$ cat src/rtl/pipe_stage_reg_pkg.sv
// Shared CPU pipeline definitions: exception/NOP encodings and the
// occupancy encoding of the skid-buffered pipeline stage register.
package pipe_stage_reg_pkg;

  localparam int          EXC_NONE  = 0;
  localparam logic [31:0] NOP_INSTR = 32'h0000_0000;

  typedef enum logic [1:0] {
    OCC_EMPTY = 2'd0,
    OCC_ONE   = 2'd1,
    OCC_FULL  = 2'd2
  } occ_e;

endpackage

$ cat src/rtl/pipe_stage_reg_slot.sv
// stage_slot: one pipeline entry (pc, instr, data, exc, bd, valid).
// Priority: reset, then flush, then load, then clear.
module stage_slot
  import pipe_stage_reg_pkg::*;
#(
  parameter int DATA_W = 96,
  parameter int EXC_W  = 5
) (
  input  logic              clk,
  input  logic              reset,
  input  logic              flush,
  input  logic [31:0]       flush_pc,
  input  logic              load,
  input  logic              clear,
  input  logic [31:0]       d_pc,
  input  logic [31:0]       d_instr,
  input  logic [DATA_W-1:0] d_data,
  input  logic [EXC_W-1:0]  d_exc,
  input  logic              d_bd,
  output logic              q_valid,
  output logic [31:0]       q_pc,
  output logic [31:0]       q_instr,
  output logic [DATA_W-1:0] q_data,
  output logic [EXC_W-1:0]  q_exc,
  output logic              q_bd
);

  logic              valid_reg;
  logic [31:0]       pc_reg;
  logic [31:0]       instr_reg;
  logic [DATA_W-1:0] data_reg;
  logic [EXC_W-1:0]  exc_reg;
  logic              bd_reg;

  always_ff @(posedge clk) begin
    if (reset) begin
      valid_reg <= 1'b0;
      pc_reg    <= '0;
      instr_reg <= NOP_INSTR;
      data_reg  <= '0;
      exc_reg   <= EXC_W'(EXC_NONE);
      bd_reg    <= 1'b0;
    end else if (flush) begin
      // pc takes the handler target so the stage shows where fetch restarts
      valid_reg <= 1'b0;
      pc_reg    <= flush_pc;
      instr_reg <= NOP_INSTR;
      data_reg  <= '0;
      exc_reg   <= EXC_W'(EXC_NONE);
      bd_reg    <= 1'b0;
    end else if (load) begin
      valid_reg <= 1'b1;
      pc_reg    <= d_pc;
      instr_reg <= d_instr;
      data_reg  <= d_data;
      exc_reg   <= d_exc;
      bd_reg    <= d_bd;
    end else if (clear) begin
      valid_reg <= 1'b0;
    end
  end

  assign q_valid = valid_reg;
  assign q_pc    = pc_reg;
  assign q_instr = instr_reg;
  assign q_data  = data_reg;
  assign q_exc   = exc_reg;
  assign q_bd    = bd_reg;

endmodule

$ cat src/rtl/pipe_stage_reg.sv
// Pipeline stage register with valid/ready handshake, optional two-entry
// skid buffer (registered in_ready), flush-to-handler and exception merge.
module pipe_stage_reg
  import pipe_stage_reg_pkg::*;
#(
  parameter int DATA_W = 96,
  parameter int EXC_W  = 5,
  parameter int SKID   = 1
) (
  input  logic              clk,
  input  logic              reset,
  input  logic              in_valid,
  output logic              in_ready,
  input  logic [31:0]       in_pc,
  input  logic [31:0]       in_instr,
  input  logic [DATA_W-1:0] in_data,
  input  logic [EXC_W-1:0]  in_exc,
  input  logic [EXC_W-1:0]  loc_exc,
  input  logic              in_bd,
  input  logic              flush,
  input  logic [31:0]       flush_pc,
  output logic              out_valid,
  input  logic              out_ready,
  output logic [31:0]       out_pc,
  output logic [31:0]       out_instr,
  output logic [DATA_W-1:0] out_data,
  output logic [EXC_W-1:0]  out_exc,
  output logic              out_bd
);

  logic              take_in, take_out;
  logic [EXC_W-1:0]  merged_exc;
  logic              main_load, main_clear, main_valid, main_bd, main_d_bd;
  logic [31:0]       main_pc, main_instr, main_d_pc, main_d_instr;
  logic [DATA_W-1:0] main_data, main_d_data;
  logic [EXC_W-1:0]  main_exc, main_d_exc;

  assign take_in  = in_valid && in_ready;
  assign take_out = main_valid && out_ready;
  // the earliest exception in program order wins
  assign merged_exc = (in_exc != EXC_W'(EXC_NONE)) ? in_exc : loc_exc;

  stage_slot #(.DATA_W(DATA_W), .EXC_W(EXC_W)) u_main (
    .clk(clk), .reset(reset), .flush(flush), .flush_pc(flush_pc),
    .load(main_load), .clear(main_clear),
    .d_pc(main_d_pc), .d_instr(main_d_instr), .d_data(main_d_data),
    .d_exc(main_d_exc), .d_bd(main_d_bd),
    .q_valid(main_valid), .q_pc(main_pc), .q_instr(main_instr),
    .q_data(main_data), .q_exc(main_exc), .q_bd(main_bd)
  );

  assign out_valid = main_valid;
  assign out_pc    = main_pc;
  assign out_instr = main_valid ? main_instr : NOP_INSTR;
  assign out_data  = main_valid ? main_data : '0;
  assign out_exc   = main_valid ? main_exc : EXC_W'(EXC_NONE);
  assign out_bd    = main_valid && main_bd;

  generate
    if (SKID != 0) begin : g_skid
      occ_e              state_reg, state_next;
      logic              in_ready_reg;
      logic              skid_load, skid_clear, main_from_skid;
      logic              skid_valid, skid_bd;
      logic [31:0]       skid_pc, skid_instr;
      logic [DATA_W-1:0] skid_data;
      logic [EXC_W-1:0]  skid_exc;

      stage_slot #(.DATA_W(DATA_W), .EXC_W(EXC_W)) u_skid (
        .clk(clk), .reset(reset), .flush(flush), .flush_pc(flush_pc),
        .load(skid_load), .clear(skid_clear),
        .d_pc(in_pc), .d_instr(in_instr), .d_data(in_data),
        .d_exc(merged_exc), .d_bd(in_bd),
        .q_valid(skid_valid), .q_pc(skid_pc), .q_instr(skid_instr),
        .q_data(skid_data), .q_exc(skid_exc), .q_bd(skid_bd)
      );

      always_ff @(posedge clk) begin
        if (reset) begin
          state_reg    <= OCC_EMPTY;
          in_ready_reg <= 1'b1;
        end else begin
          state_reg    <= state_next;
          in_ready_reg <= (state_next != OCC_FULL);
        end
      end

      always_comb begin
        state_next = state_reg;
        if (flush) begin
          state_next = OCC_EMPTY;
        end else begin
          case (state_reg)
            OCC_EMPTY: if (take_in) state_next = OCC_ONE;
            OCC_ONE: begin
              if (take_in && !take_out)      state_next = OCC_FULL;
              else if (!take_in && take_out) state_next = OCC_EMPTY;
            end
            OCC_FULL:  if (take_out) state_next = OCC_ONE;
            default:   state_next = OCC_EMPTY;
          endcase
        end
      end

      always_comb begin
        main_load      = 1'b0;
        main_clear     = 1'b0;
        main_from_skid = 1'b0;
        skid_load      = 1'b0;
        skid_clear     = 1'b0;
        if (!flush) begin
          case (state_reg)
            OCC_EMPTY: main_load = take_in;
            OCC_ONE: begin
              if (take_in && !take_out) skid_load  = 1'b1;
              else if (take_in)         main_load  = 1'b1;
              else if (take_out)        main_clear = 1'b1;
            end
            OCC_FULL: begin
              if (take_out && skid_valid) begin
                main_load      = 1'b1;
                main_from_skid = 1'b1;
                skid_clear     = 1'b1;
              end
            end
            default: ;
          endcase
        end
      end

      assign in_ready     = in_ready_reg;
      assign main_d_pc    = main_from_skid ? skid_pc    : in_pc;
      assign main_d_instr = main_from_skid ? skid_instr : in_instr;
      assign main_d_data  = main_from_skid ? skid_data  : in_data;
      assign main_d_exc   = main_from_skid ? skid_exc   : merged_exc;
      assign main_d_bd    = main_from_skid ? skid_bd    : in_bd;
    end else begin : g_single
      // a simultaneous pop and push simply overwrites the single entry
      assign in_ready     = !main_valid || out_ready;
      assign main_load    = take_in && !flush;
      assign main_clear   = take_out && !take_in;
      assign main_d_pc    = in_pc;
      assign main_d_instr = in_instr;
      assign main_d_data  = in_data;
      assign main_d_exc   = merged_exc;
      assign main_d_bd    = in_bd;
    end
  endgenerate

endmodule

$ cat config.mk
export PLATFORM = sky130hd
export DESIGN_NAME = pipe_stage_reg
export DESIGN_NICKNAME = d
export VERILOG_FILES = /design/src/rtl/pipe_stage_reg_pkg.sv /design/src/rtl/pipe_stage_reg_slot.sv /design/src/rtl/pipe_stage_reg.sv
export SDC_FILE = /design/constraint.sdc
export NUM_CORES = 1
export LEC_CHECK = 0
export CAP_MARGIN = 5
export CORE_MARGIN = 2
export CORE_UTILIZATION = 35
export DETAILED_ROUTE_END_ITERATION = 7
export SLEW_MARGIN = 20
export SYNTH_ARGS = -nofsm -noshare
export SYNTH_HDL_FRONTEND = slang
export SYNTH_SLANG_ARGS = --single-unit
export TNS_END_PERCENT = 50
$ cat constraint.sdc
create_clock -name clk -period 2.28 [get_ports clk]
set_input_delay 0.228 -clock clk [delete_from_list [all_inputs] [get_ports clk]]
set_output_delay 0.228 -clock clk [all_outputs]
set_load 0.005 [all_outputs]
Yosys cells after proc, flatten, opt, wreduce, memory -nomap -nowiden
Index checks and enable logic that the tools add are counted.
{ "classes": {"reduce_logical": 15, "n_eq_ne": 3, "mux": 38} }
{ "op_table": {"columns": ["op", "count"], "rows": [
  ["2-to-1 mux 32 bit", 7],
  ["2-to-1 mux 96 bit", 2],
  ["2-to-1 mux 1 bit", 19],
  ["2-to-1 mux 5 bit", 3],
  ["2-to-1 mux 2 bit", 5],
  ["nonzero test 2 bit", 4],
  ["logical AND 1 bit", 6],
  ["one-hot mux 2 bit (3 select lines)", 1],
  ["nonzero test 5 bit", 1],
  ["one-hot mux 1 bit (3 select lines)", 1],
  ["== test 2 x 1 -> 1 bit (second input constant)", 1],
  ["== test 2 bit (second input constant)", 1],
  ["logical NOT 1 bit", 2],
  ["logical NOT 2 bit", 1],
  ["!= test 2 bit (second input constant)", 1],
  ["OR reduction 2 bit", 1]
]} }
{ "word_totals": {"elab_cells": 70, "ff_bits": 337} }

Depth between registers and ports, before layout
Gate-level depths: netlist of run 1.
{ "logic_depth": {"word_depth": 8, "mapped_depth": 8, "ltp_nobuf": 4} }

Modules after synthesis
Synthesis of run 1 repeated with hierarchy kept, for this count alone.
{ "unflattened": {"hier_cells": 1529, "hier_area_um2": 16090.4} }
{ "by_module_without_submodules": {"columns": ["module", "cells_per_inst", "seq_area_each_um2", "n_inst", "area_each_um2"], "rows": [
  ["stage_slot", 580, 3343.2, 2, 6429.9],
  ["pipe_stage_reg", 369, 60.1, 1, 3230.6]
]} }

Worst setup path after synthesis of run 1
OpenSTA, ideal clock, no wires.
{ "synth_path": {"path_type": "reg-to-reg", "start": "reg g_skid.state_reg[0]", "end": "reg u_main.data_reg[94] (netlist: u_main.q_data[94])", "arrival_time_ns": 1.561, "slack_ns": 0.586, "path_buffers": 4, "setup_time_ns": 0.133, "stages_incl_launch_ff": 8, "cell_sequence": "dfxtp_1 clkbuf_1 or4b_1 buf_2 buf_6 buf_6 mux2i_1 o2bb2ai_1"} }
{ "synth_between": {"elab_chain_cells": 4} }
{ "synth_lines": {"columns": ["element", "line_no", "source"], "rows": [
  ["from (decl)", "pipe_stage_reg.sv:61", "occ_e state_reg, state_next;"],
  ["from (signal assigned)", "pipe_stage_reg.sv:83", "state_reg <= state_next;"],
  ["== test 2 bit", "pipe_stage_reg.sv:112", "case (state_reg)"],
  ["2-to-1 mux 1 bit", "pipe_stage_reg.sv:112", null],
  ["2-to-1 mux 1 bit", "pipe_stage_reg.sv:111", "if (!flush) begin"],
  ["2-to-1 mux 96 bit", "pipe_stage_reg.sv:134", "assign main_d_data = main_from_skid ? skid_data : in_data;"],
  ["to (signal assigned)", "pipe_stage_reg_slot.sv:55", "data_reg <= d_data;"],
  ["to (decl)", "pipe_stage_reg_slot.sv:31", "logic [DATA_W-1:0] data_reg;"]
]} }
Parallel ways exist; a longest one is shown, timed or not.
A chain may end at the register's enable or synchronous reset.

Worst setup path in the final report of run 1
{ "layout_path": {"start": "reg u_main.valid_reg (netlist: u_main.q_valid)", "end": "out out_data[58]"} }
{ "layout_between": {"elab_chain_cells": 1} }
{ "layout_lines": {"columns": ["element", "line_no", "source"], "rows": [
  ["from (decl)", "pipe_stage_reg_slot.sv:28", "logic valid_reg;"],
  ["from (signal assigned)", "pipe_stage_reg_slot.sv:37", "valid_reg <= 1'b0;"],
  ["from (signal assigned)", "pipe_stage_reg_slot.sv:45", "valid_reg <= 1'b0;"],
  ["from (signal assigned)", "pipe_stage_reg_slot.sv:52", "valid_reg <= 1'b1;"],
  ["2-to-1 mux 96 bit", "pipe_stage_reg.sv:55", "assign out_data = main_valid ? main_data : '0;"],
  ["to (decl)", "pipe_stage_reg.sv:26", "output logic [DATA_W-1:0] out_data,"]
]} }
Every way passes these cells.

==> metrics.md, run 1 <==
| Metric | Value |
|---|---|
| Clock Tree Buf Depth | `3` |
| Max FO, Critical Path | `just over 60` |
| Cell taking the most area after synthesis | `dfxtp_1` |
| Primary FF master, synth | `dfxtp_1` |
| Worst setup SP type | `flip-flop` |
| Area of the die | `about 42000 µm²` |
| Die Ht | `205.1 µm` |
| Crit path DAT | `roughly 2 ns` |
| Pint | `approximately 10000 µW` |
| Pre-antenna DRT Iters | `5` |
| Hold endpoint | `g_skid.u_skid.q_instr[31]` |
| Worst Setup SP | `u_main.q_valid` |
| Wire length on met3 | `approximately 2.3 mm` |
| Post-cts sizing count | `1` |
| Starting Density | `0.3553` |
| Met1 WL | `approximately 19 mm` |
| Post-Syn Area per Cell | `9.593 µm²` |
| NetSw | `3111 µW` |
| Post-synth cell types | `33` |
| Max-capacitance violation count | `0` |
| CTS buffer count | `39` |
| CTS sink cnt | `roughly 340` |
| Syn_nets | `~1700` |
| DR vias/cell | `between 4 and 5` |
| Min-delay src | `in_instr[31]` |
| Setup bufs post-CTS | `0` |
| CTS hold repair buffers | `0` |
| Most frequent cells after synthesis | `dfxtp_1 (337), nand2_1 (261), mux2i_1 (196), o2bb2ai_1 (162)` |
| Post-synth EDFFs | `0` |
| CTS tree | `done` |
| R2R depth | `5` |
| Slew Limit Fails | `0` |
| WL met2 | `between 15 and 20 mm` |
| Antenna Violating Nets Remaining | `0` |
| FMAX | `around 450 MHz` |
| CP peak stage delay | `roughly 0.53 ns` |
| Critical path cell sequence | `buf_12, and2_1, clkdlybuf4s50_1` |
| Initial antenna violation count | `2` |
| Worst min path class | `in -> reg` |
| Register area share after synthesis | `0.4768` |
| DR iter-0 viols | `512` |
| Placed cell count | `~2300` |
| Vias post-DR | `roughly 12000` |
| Critical path required time | `between 2 and 2.5 ns` |
| Number of global-route vias before repair | `roughly 12000` |
| Seq pwr share | `0.458` |
| Clock Latency Late Sink | `roughly 0.52 ns` |
| CTS HTree Levels | `2` |
| Crit end category | `output pin` |
| WHS | `0.2840 ns` |
| Sw Ratio | `0.2298` |
| Area added between synthesis and finish | `39.30%` |
| Clock share of power | `0.442` |
| Pleak | `roughly 0.0081 µW` |
| Maximum VDD drop | `0.0005712 V` |
| Share of layout cells above drive strength 1 | `0.07460` |
| Power per Cell Area | `between 600 and 700 nW/µm²` |
| Core Area | `39820 µm²` |
| Normalized max-slew margin | `0.4795` |
| R2r startpoint | `g_skid.state_reg[1]` |
| Drt wl/cell | `approximately 18 µm` |
| Row count | `73` |
| Gate count of the mapped netlist | `1475` |
| Placer congestion estimate | `around 0.8` |
| Clock-pin slew of the registers on the worst-case setup and hold paths | `around 0.060 ns` |
| Status | `complete, no violations` |
| Top sig layer | `met5` |
| Largest net degree at the start of global routing | `between 100 and 150` |
| # nets final | `between 2000 and 2500` |
| Largest cells by area after synthesis | `dfxtp_1 (48%), mux2i_1 (14%), o2bb2ai_1 (10%)` |
| Slew @ Worst Pin | `0.7808 ns` |
| Top-area cell type share of the netlist area | `0.4768` |
| Total GRT Usage | `0.1921` |
| Global-route wire length before repair | `65.09 mm` |
| Final Hold Viols | `0` |
| Dpl hpwl | `26.81 mm` |
| Final wirelength | `between 40 and 50 mm` |
| Layout Cells excl Fill | `around 2400` |
| Buffers on Ports | `between 300 and 400` |
| Top-count cell post-synth | `dfxtp_1` |
| Drc violations | `0` |
| Final period util | `0.9665` |
| Crit Path Class | `reg -> out` |
| Unrepaired setup endpoints after global routing | `true` |
| Number of synthesized register bits | `approximately 340` |
| CTS Root Cell | `clkbuf_16` |
| Hold path cells | `3` |
| Combinational Power Share | `0.100` |
| Congestion Overflow GR | `0` |
| I/O Pins | `376` |
| FF-to-FF setup slack | `0.28 ns` |
| Reg-to-reg endpoint | `u_main.q_data[48]` |
| Clock skew | `around 0.011 ns` |
| Chip width | `slightly above 200 µm` |
| Minimum clock period after layout | `roughly 2.2 ns` |
| Worst path slowest cell | `clkdlybuf4s50_1` |
| Synthesized area | `between 10000 and 15000 µm²` |
| Async SR Flop Fraction | `0` |
| Setup Viol. Count Final | `0` |
| Synth warnings | `0` |
## per-stage QoR
stage            util  instance area, µm²  setup TNS (ns)  setup slack, ns  power [µW]
2_1_floorplan       -               14150               0           0.5861        6881
3_3_place_gp   0.4640               18480               0          0.08014        7674
3_5_place_dp   0.4640               18480               0          0.05572        7693
4_1_cts        0.4948               19710               0          0.02700       13690
5_1_grt        0.4948               19710        -0.03284        -0.009305       14100
6_report       0.4949               19710               0          0.07647       13540
## routing by layer
layer  up-vias  global-route usage
li1       5743                   -
met1      5574              0.2622
met2       302              0.3063
met3        63             0.03675
met4         2             0.05884
met5         -                   0
## power groups by stage
| stage | Clock [µW] | Sequential [µW] | Combinational (µW) |
|---|---|---|---|
| 3_3_place_gp | 0 | 6320 | 1350 |
| 5_1_grt | 6400 | 6220 | 1470 |
| 3_5_place_dp | 0 | 6330 | 1370 |
| 6_report | 5980 | 6200 | 1360 |
| 2_1_floorplan | 0 | 6300 | 579 |
| 4_1_cts | 6120 | 6200 | 1370 |
## kinds of logic (layout without fill, tap and decap cells)
| family | Yosys count | in the layout | share of synthesized area |
|---|---|---|---|
| AND/OR/NAND/NOR | 453 | 453 | 0.1467 |
| flip-flops | 337 | 337 | 0.4768 |
| AO/OA/AOI/OAI | 314 | 314 | 0.1587 |
| multiplexers | 232 | 232 | 0.1684 |
| buffers and inverters | 139 | 487 | 0.04943 |
| other | 0 | 2 | 0 |
## critical path, delay by kind of cell, from the launching register on
| kind | cells | cell delay (ns) |
|---|---|---|
| AND/OR/NAND/NOR | 1 | 0.26 |
| buffers and inverters | 2 | 0.79 |
| flip-flops | 1 | 0.39 |
## cell usage in the layout (no fill, tap or decap), types with 15 or more instances in the layout
cell type and instances:
o2bb2ai_1 162, a21oi_1 134, nor2_1 42, clkbuf_16 42, mux2i_1 196, dfxtp_1 336
and2_1 135, nand2_1 261, buf_12 21, clkbuf_1 15, clkdlybuf4s50_1 375, mux2_2 32
## area by class of cell
type	count	area, µm²
diodes	2	5.005
clock buffers	64	1204
multi-input cells	999	6759
well taps	525	656.9
repair buffers	409	4275
inverters	11	41.29
flip-flops and latches	337	6750
clock inverters	3	18.77
fillers	3739	20110
## worst max path at each step
stage	end	slack [ns]
final	out_data[58]	0.08
after global routing	out_data[8]	-0.009
after CTS	out_data[10]	0.03
after detailed placement	u_main.q_data[60]	0.06
after global placement	u_main.q_data[45]	0.08
after floorplan	u_main.q_data[94]	0.59
No activity file was read; power rests on OpenSTA's default activity.
==> inputs of run 2 (changes only) <==
--- a/config.mk
+++ b/config.mk
@@ -9,6 +9,8 @@
 export CORE_MARGIN = 2
 export CORE_UTILIZATION = 35
 export DETAILED_ROUTE_END_ITERATION = 7
+export GPL_ROUTABILITY_DRIVEN = 0
+export SETUP_SLACK_MARGIN = 0.5
 export SLEW_MARGIN = 20
 export SYNTH_ARGS = -nofsm -noshare
 export SYNTH_HDL_FRONTEND = slang
==> run 2 against run 1 <==
Effect of this change: cell count is 3.9% higher; setup slack better by 0.11 ns; combinational power is 15% higher; wire length is 17% higher; worst hold slack better by 0.0013 ns; critical endpoint is now out_instr[20]; first-iteration DRC count is 5.1% higher; die area stayed put; clock skew is 0.0021 ns lower; core utilization is 3.9 points higher; clock power hardly changed; maximum frequency is 5.4% higher.
==> metrics.md, run 2 (synthesis results as in run 1) <==
| Metric | Value |
|---|---|
| Drt wl/cell | `about 20 µm` |
| Starting Density | `0.3553` |
| CTS hold repair buffers | `0` |
| Core Area | `roughly 40000 µm²` |
| Power, Total | `13780 µW` |
| Largest net degree at the start of global routing | `103` |
| Most common cell after layout, fill and taps aside | `dfxtp_1` |
| Register area | `between 6000 and 7000 µm²` |
| Commonest non-fill, non-tap cells in the layout | `dfxtp_1 (335), nand2_1 (260), clkdlybuf4s50_1 (242)` |
| Slew @ Worst Pin | `~0.41 ns` |
| Worst path slowest cell | `clkdlybuf4s50_1` |
| Chip width | `between 200 and 250 µm` |
| Final Hold Viols | `0` |
| Die Ht | `205.1 µm` |
| Crit path to | `out_instr[20]` |
| FF-to-FF setup slack | `between 0.2 and 0.25 ns` |
| Vias post-DR | `between 10000 and 15000` |
| Post-Place Setup Slack | `0.05572 ns` |
| Congestion Overflow GR | `0` |
| Area added between synthesis and finish | `50.16%` |
| CTS HTree Levels | `2` |
| Layout Cells excl Fill | `2442` |
| Slew Limit Fails | `0` |
| Crit end category | `output pin` |
| Area occupied by multi-input gates | `6982 µm²` |
| Clock-pin slew of the registers on the worst-case setup and hold paths | `about 0.06 ns` |
| Share of layout cells above drive strength 1 | `0.2016` |
| Clock skew | `~0.0089 ns` |
| Setup Viol. Count Final | `0` |
| Worst min path class | `in -> reg` |
| Area of the die | `between 40000 and 50000 µm²` |
| Pleak | `between 0.009 and 0.01 µW` |
| DR vias/cell | `approximately 5.0` |
| Final setup TNS | `0 ns` |
| Critical path cell sequence | `buf_4, buf_12, and2_1, clkdlybuf4s50_1` |
| Clock Latency Late Sink | `0.52 ns` |
| Pre-antenna DRT Iters | `5` |
| CTS tree | `done` |
| Crit path DAT | `1.86 ns` |
| Reg-to-reg endpoint | `u_main.q_instr[6]` |
| # nets final | `~2100` |
| Max FO, Critical Path | `16` |
| CTS sink cnt | `approximately 340` |
| CTS buffer count | `39` |
| Critical path required time | `slightly above 2 ns` |
| Number of global-route vias before repair | `11640` |
| Clock Tree Buf Depth | `3` |
| Global-route wire length before repair | `65.66 mm` |
| Worst setup SP type | `flip-flop` |
| Initial antenna violation count | `1` |
| Minimum clock period after layout | `about 2.1 ns` |
| Unrepaired setup endpoints after global routing | `true` |
| DR iter-0 viols | `between 500 and 600` |
| Fill cell count | `~3600` |
| Final period util | `0.9166` |
| R2R depth | `8` |
| Normalized max-slew margin | `0.7274` |
| FMAX | `around 480 MHz` |
| Status | `complete, no violations` |
| Placed cell count | `2281` |
| Total GRT Usage | `0.1944` |
| I/O Pins | `about 380` |
| Maximum VDD drop | `0.0004374 V` |
| Dpl hpwl | `~27 mm` |
| Crit Path Class | `reg -> out` |
| Drc violations | `0` |
| R2r startpoint | `u_main.q_valid` |
| Max-capacitance violation count | `0` |
| Row count | `73` |
| Hold path cells | `3` |
| CP peak stage delay | `about 0.50 ns` |
| Buffers on Ports | `375` |
| CTS Root Cell | `clkbuf_16` |
| Power per Cell Area | `about 650 nW/µm²` |
| Worst Setup SP | `u_main.q_valid` |
| Final wirelength | `~49 mm` |
| Setup ws final | `0.1902 ns` |
| Antenna Violating Nets Remaining | `0` |
run 2: worst min path at each step:
stage	slack, ns	startpoint	endpoint
after global routing	0.28	in_data[46]	g_skid.u_skid.q_data[46]
final	0.29	in_instr[31]	g_skid.u_skid.q_instr[31]
after CTS	0.26	in_instr[31]	g_skid.u_skid.q_instr[31]
after floorplan	0.36	in_bd	g_skid.u_skid.q_bd
after detailed placement	0.44	u_main.q_instr[0]	u_main.q_instr[0]
after global placement	0.44	u_main.q_instr[6]	u_main.q_instr[6]
run 2: stage by stage:
stage               hold WS (ns)  utilization  instance area, µm²
floorplan                 0.3640            -               14150
global placement          0.4369       0.4640               18480
detailed placement        0.4396       0.4640               18480
CTS                       0.2562       0.4981               19830
global route              0.2801       0.5334               21240
finish                    0.2852       0.5336               21250
run 2: critical path, delay by kind of cell (launching register included):
family,cells,cell delay [ns]
DFF,1,0.42
buffers and inverters,3,0.77
and+or+nand+nor,1,0.14
run 2: area by class of cell:
cell class / count / share of cell area
timing repair buffer: 501 / 0.2630
clock inverter: 3 / 0.0008833
antenna: 2 / 0.0002355
multi-input combinational: 999 / 0.3286
sequential: 337 / 0.3177
clock buffer: 64 / 0.05665
inverter: 11 / 0.001943
tap: 525 / 0.03092
run 2: where the power goes:
part	internal, µW	switching, µW
Combinational	876	689
Sequential	6090	113
Clock	3590	2420
run 2: per-layer routing:
layer | up-vias | wire, µm | GRT usage
met1 | 5920 | 22110 | 0.2652
li1 | 5937 | - | -
met4 | 2 | 1193 | 0.05550
met3 | 75 | 3122 | 0.03802
met2 | 371 | 22100 | 0.3113
met5 | - | 13 | 0
run 2: what timing repair did:
| item | 4_1_cts | 5_1_grt |
|---|---|---|
| buffers inserted | 4 | 55 |
| pin swaps | 0 | 10 |
| setup endpoints to repair | 304 | 468 |
| cloned | 2 | 31 |
| gates resized for setup | 16 | 425 |
